===== config.mk =====
export PLATFORM = sky130hd
export DESIGN_NAME = entry_queue
export DESIGN_NICKNAME = d
export VERILOG_FILES = /design/src/rtl/entry_pkg.sv /design/src/rtl/entry_debounce.sv /design/src/rtl/entry_queue.sv
export SDC_FILE = /design/constraint.sdc
export NUM_CORES = 1
export LEC_CHECK = 0
export CAP_MARGIN = 25
export CORE_MARGIN = 1.5
export CORE_UTILIZATION = 37
export DETAILED_ROUTE_END_ITERATION = 7
export GPL_ROUTABILITY_DRIVEN = 1
export PLACE_DENSITY = 0.64
export SYNTH_ARGS = -nofsm -noshare
export SYNTH_HDL_FRONTEND = slang
export SYNTH_HIERARCHICAL = 1
export SYNTH_SLANG_ARGS = --single-unit

===== constraint.sdc =====
create_clock -name Clock -period 1.6 [get_ports Clock]
set_input_delay 0.32 -clock Clock [delete_from_list [all_inputs] [get_ports Clock]]
set_output_delay 0.32 -clock Clock [all_outputs]
set_load 0.01 [all_outputs]

===== src/rtl/entry_pkg.sv =====
// Shared widths and defaults for the operator entry queue.
// Build option: DEBOUNCE_EN enables the button debounce counter.
package entry_pkg;

    localparam int DATA_W       = 8;
    localparam int DEPTH_DEF    = 4;
    localparam int DEBOUNCE_DEF = 16;

    function automatic int ptr_w(input int depth);
        return $clog2(depth);
    endfunction

    function automatic int cnt_w(input int depth);
        return $clog2(depth) + 1;
    endfunction

endpackage


===== src/rtl/entry_debounce.sv =====
// Enter button conditioning: 2-flop sync, optional debounce, rising-edge pulse.
// Build option: DEBOUNCE_EN adds the stability counter.
module entry_debounce #(
    parameter int CYCLES = 16
) (
    input  logic clk_i,
    input  logic rst_ni,
    input  logic btn_i,
    output logic push_o
);

    logic sync1_q;
    logic sync2_q;
    logic prev_q;
    logic push_q;
    logic level;

    // Reset high so a button held through reset needs a fresh press.
    always_ff @(posedge clk_i) begin
        if (!rst_ni) begin
            sync1_q <= 1'b1;
            sync2_q <= 1'b1;
        end else begin
            sync1_q <= btn_i;
            sync2_q <= sync1_q;
        end
    end

`ifdef DEBOUNCE_EN
    localparam int CW = $clog2(CYCLES + 1);
    localparam logic [CW-1:0] CMAX = CW'(CYCLES - 1);

    logic          lvl_q;
    logic          lvl_d;
    logic [CW-1:0] cnt_q;
    logic [CW-1:0] cnt_d;

    always_comb begin
        lvl_d = lvl_q;
        cnt_d = '0;
        if (sync2_q != lvl_q) begin
            if (cnt_q == CMAX) begin
                lvl_d = sync2_q;
            end else begin
                cnt_d = cnt_q + 1'b1;
            end
        end
    end

    always_ff @(posedge clk_i) begin
        if (!rst_ni) begin
            lvl_q <= 1'b1;
            cnt_q <= '0;
        end else begin
            lvl_q <= lvl_d;
            cnt_q <= cnt_d;
        end
    end

    assign level = lvl_q;
`else
    assign level = sync2_q;
`endif

    always_ff @(posedge clk_i) begin
        if (!rst_ni) begin
            prev_q <= 1'b1;
            push_q <= 1'b0;
        end else begin
            prev_q <= level;
            push_q <= level & ~prev_q;
        end
    end

    assign push_o = push_q;

endmodule


===== src/rtl/entry_queue.sv =====
// Operator entry front end: captures SwitchIn on each Enter press into a FIFO.
// Build option: DEBOUNCE_EN debounces the Enter button before edge detect.
module entry_queue
    import entry_pkg::*;
#(
    parameter int DEPTH           = DEPTH_DEF,
    parameter int DEBOUNCE_CYCLES = DEBOUNCE_DEF
) (
    input  logic                      Clock,
    input  logic                      Reset,
    input  logic [DATA_W-1:0]         SwitchIn,
    input  logic                      EnterBtn,
    input  logic                      Accept,
    output logic [DATA_W-1:0]         DataOut,
    output logic                      Enter,
    output logic                      Full,
    output logic                      Empty,
    output logic [cnt_w(DEPTH)-1:0]   Count,
    output logic                      Overflow
);

    localparam int PTR_W = ptr_w(DEPTH);
    localparam int CNT_W = cnt_w(DEPTH);
    localparam logic [CNT_W-1:0] FULL_CNT = CNT_W'(DEPTH);

    logic [DATA_W-1:0] mem_q [DEPTH];
    logic [PTR_W-1:0]  wr_ptr_q;
    logic [PTR_W-1:0]  wr_ptr_d;
    logic [PTR_W-1:0]  rd_ptr_q;
    logic [PTR_W-1:0]  rd_ptr_d;
    logic [CNT_W-1:0]  count_q;
    logic [CNT_W-1:0]  count_d;
    logic              ovf_q;
    logic              ovf_d;
    logic              push;
    logic              do_push;
    logic              do_pop;

    entry_debounce #(
        .CYCLES (DEBOUNCE_CYCLES)
    ) u_debounce (
        .clk_i  (Clock),
        .rst_ni (Reset),
        .btn_i  (EnterBtn),
        .push_o (push)
    );

    assign Empty = (count_q == '0);
    assign Full  = (count_q == FULL_CNT);
    assign Enter = ~Empty;
    assign Count = count_q;
    assign Overflow = ovf_q;
    assign DataOut = Empty ? '0 : mem_q[rd_ptr_q];

    // A pop on the same edge frees the slot, so a push into a full queue is kept.
    assign do_pop  = Enter & Accept;
    assign do_push = push & (~Full | do_pop);

    always_comb begin
        wr_ptr_d = wr_ptr_q;
        rd_ptr_d = rd_ptr_q;
        count_d  = count_q;
        ovf_d    = ovf_q;
        if (do_push) begin
            wr_ptr_d = wr_ptr_q + 1'b1;
        end
        if (do_pop) begin
            rd_ptr_d = rd_ptr_q + 1'b1;
        end
        unique case ({do_push, do_pop})
            2'b10:   count_d = count_q + 1'b1;
            2'b01:   count_d = count_q - 1'b1;
            default: count_d = count_q;
        endcase
        if (push && !do_push) begin
            ovf_d = 1'b1;
        end
    end

    always_ff @(posedge Clock) begin
        if (!Reset) begin
            wr_ptr_q <= '0;
            rd_ptr_q <= '0;
            count_q  <= '0;
            ovf_q    <= 1'b0;
        end else begin
            wr_ptr_q <= wr_ptr_d;
            rd_ptr_q <= rd_ptr_d;
            count_q  <= count_d;
            ovf_q    <= ovf_d;
        end
    end

    always_ff @(posedge Clock) begin
        if (do_push) begin
            mem_q[wr_ptr_q] <= SwitchIn;
        end
    end

endmodule


==> flow_summary.ini <==
[synth]
yosysTopAreaCellShare_pct = 50.39
yosysSeqAreaShare_pct = 65.09
syn-instance-count = 124
ys_seq_elements = 46
synth_enable_flop_cells = 32
synth_top_area_cell = edfxtp_1
synthArstFlopShare_pct = 0
synth_nets = 141
netlist_area_sq_um = 1907
ys_warn_count = 6
synth_ff_type = edfxtp_1
syn_avg_cell_area_sq_um = 15.38
synth.distinct_cells = 29
synth_area_leaders = edfxtp_1 (50%), dfxtp_1 (15%), mux4_2 (9.4%)

[detailed_routing]
drc_errors = 0
wl_met1_mm = 1.488
wl_met2_mm = 1.721
routed.top_layer = met4
wl_met3_microns = 165
drt-total-wl_mm = 3.424
drtPass1Iterations = 4
viasPerCell = 4.663
route.detailed.wl_per_inst_microns = 14.09
ant_nets = 0
drt-initial-drc-count = 74
num_vias = 1133

[cts]
clock-root-buffer = clkbuf_8
clkLatencyLatePin_ps = 290
cts-buffers-inserted = 5
holdBufCountCts = 0
cts_max_path_buffers = 2
htree_levels = 2
cts_num_sinks = 46
cts_tree = yes
cts.clk_slew.worst_paths_ps = 80

[sta]
setup_viol = 9
fmaxAchievable_ghz = 0.5380
period_minus_slack_ps = 1859
hold_viol = 0
finalMaxSlewViolations = 0
max_slew_margin_pct = 74.23
fin_crit_sh_pct = 116.2
tightestPinTransition_ps = 381.8
setup_ws_ps = -258.8
rsz0062_at_grt = yes
fin_skew_ps = 10.31

[grt]
grtUsageTotal_pct = 13.76
grt-ovfl-total = 0
grt_start_max_net_pins = 16
grt_pass1_vias = 1132
grt_pass1_wl_mm = 5.492
antenna_found_initial = 0

[status]
violations = setup timing
status = finished with violations

[critical_path]
reg2regPathDepth = 6
regToRegEndpoint = Count[2]
crit_path_max_incr_delay_ps = 500
crit_chain = buf_12 -> mux4_2 -> nor2b_1 -> buf_2
worst_ep_arrival_time_ps = 1540
r2r-start = Count[0]
critical_path.top_delay_family = multiplexers
crit_fanout = 8
crit_required_ps = 1280
path_buf_inv = 2
start_kind = flip-flop
crit_type = reg2out
r2r_setup_slack_ps = -80
cp-end-kind = output port
slowest_stage = mux4_2

[placement]
post-dp-hpwl_mm = 2.437
post-place-ws_ps = -627.0
place.gp.congestion = 0.8453
numPortBuffers = 26

[flow_run]
maxCapViolations = 0

[finish]
final_util_pct = 53.99
fin_nets = 192
drive_gt1_share_pct = 38.07
antenna_cells = 0
area_growth_pct = 37.27

[power_and_ir_drop]
irDropWorstVdd_uv = 426.7
p_leak_nw = 0.9660
p_per_area_nw_per_um2 = 901.0

[floorplan]
rows = 25
dieHeight_microns = 74.79
die_x_microns = 74.79
ios = 27
start_util_pct = 39.33
core_sq_um = 4848
die_area_sq_um = 5594

[worst_hold_path]
worstHoldEndpoint = u_debounce/level
worstHoldStart = u_debounce/sync1_q
hold-path-cell-count = 1
holdCritPathClass = reg2reg
## area by class of cell
cell class	count	area, sq um
fill	399	2231
sequential	46	1254
multi-input combinational	67	681.9
timing repair buffer	49	462.9
tap	67	83.83
clock buffer	5	68.82
clock inverter	3	43.79
inverter	6	22.52
## state kept, by name, summed over array words and instances, names as in the netlist, named ones only
signal	flops
u_debounce/push_o	1
rd_ptr_q	2
Overflow	1
u_debounce/prev_q	1
Count	3
u_debounce/level	1
mem_q	32
u_debounce/sync1_q	1
wr_ptr_q	2
## per-layer routing
metal  vias up  global-route usage [%]
met3         6                   3.347
met5         -                       0
li1        551                       -
met2        27                   23.91
met1       549                   16.53
met4         0                   5.455
## layout by cell type (no fill, tap or decap), types with 2 or more instances in the layout
| cell | instances |
|---|---|
| mux2i_1 | 5 |
| inv_1 | 6 |
| buf_2 | 7 |
| and2_1 | 5 |
| clkbuf_8 | 5 |
| dlygate4sd2_1 | 3 |
| xor2_1 | 2 |
| dfxtp_4 | 3 |
| nor2b_1 | 7 |
| nor2_1 | 5 |
| clkdlybuf4s50_1 | 12 |
| nand2b_4 | 2 |
| nand2_1 | 7 |
| buf_4 | 16 |
| nor2b_4 | 2 |
| buf_6 | 5 |
| ha_1 | 4 |
| mux4_2 | 8 |
| a31oi_1 | 3 |
| edfxtp_1 | 32 |
| nand2b_1 | 4 |
| buf_12 | 5 |
| dfxtp_1 | 10 |
## timing repair
action                     CTS  global route
buffers inserted             3             0
resized for setup           55             7
pin swaps                    5             1
setup endpoints to repair   46            11
## per-stage QoR
step           instances  hold WS [ps]  TNS (ps)  total power, mW  area, sq um
4_1_cts              243         422.2     -2194            2.387         2591
5_1_grt              243         425.8     -2619            2.465         2618
3_3_place_gp         232         398.9    -13250            1.523         2471
6_report             243         415.3     -2015            2.358         2618
2_1_floorplan        124         386.3    -61.65            1.406         1943
3_5_place_dp         232         398.5    -14460            1.528         2471
## report_power, final
group	internal, mW	leakage, nW	switching (mW)	total, mW
clock network	0.468	0.0585	0.385	0.853
logic	0.124	0.503	0.0923	0.217
registers	1.28	0.404	0.0103	1.29
## cells in the mapped netlist, types with 3 or more instances
master / count
a31oi_1: 3
and2_1: 5
buf_2: 3
dfxtp_1: 14
edfxtp_1: 32
ha_1: 4
inv_1: 6
mux2i_1: 5
mux4_2: 8
nand2_1: 7
nand2b_1: 5
nor2_1: 6
nor2b_1: 9
## kinds of logic after synthesis
| logic type | share of synthesized area [%] |
|---|---|
| AOI/OAI and AO/OA | 3.675 |
| xor gates and xnor gates | 1.378 |
| adders and majority gates | 3.675 |
| buffers and inverters | 2.362 |
| DFF | 65.09 |
| muxes | 12.07 |
| and+or+nand+nor | 11.75 |
## worst reg2reg max path, cell delays in order (launching register included)
cell and delay (ps):
dfxtp_4 380, o31ai_4 250, or2_4 150, fa_2 240
nand2b_4 60, or3b_1 360, a31oi_1 170
## how the worst max path moves through the flow
stage | from | endpoint | slack, ps | cells past startpoint
6_report | flip-flop | DataOut[5] | -260 | 4
5_1_grt | flip-flop | DataOut[5] | -320 | 4
4_1_cts | flip-flop | DataOut[2] | -280 | 4
3_5_place_dp | Accept | Count[2] | -630 | 7
3_3_place_gp | Accept | Count[2] | -480 | 7
2_1_floorplan | Count[2] | Count[2] | -60 | 7
Power figures use the tool's default switching activity.
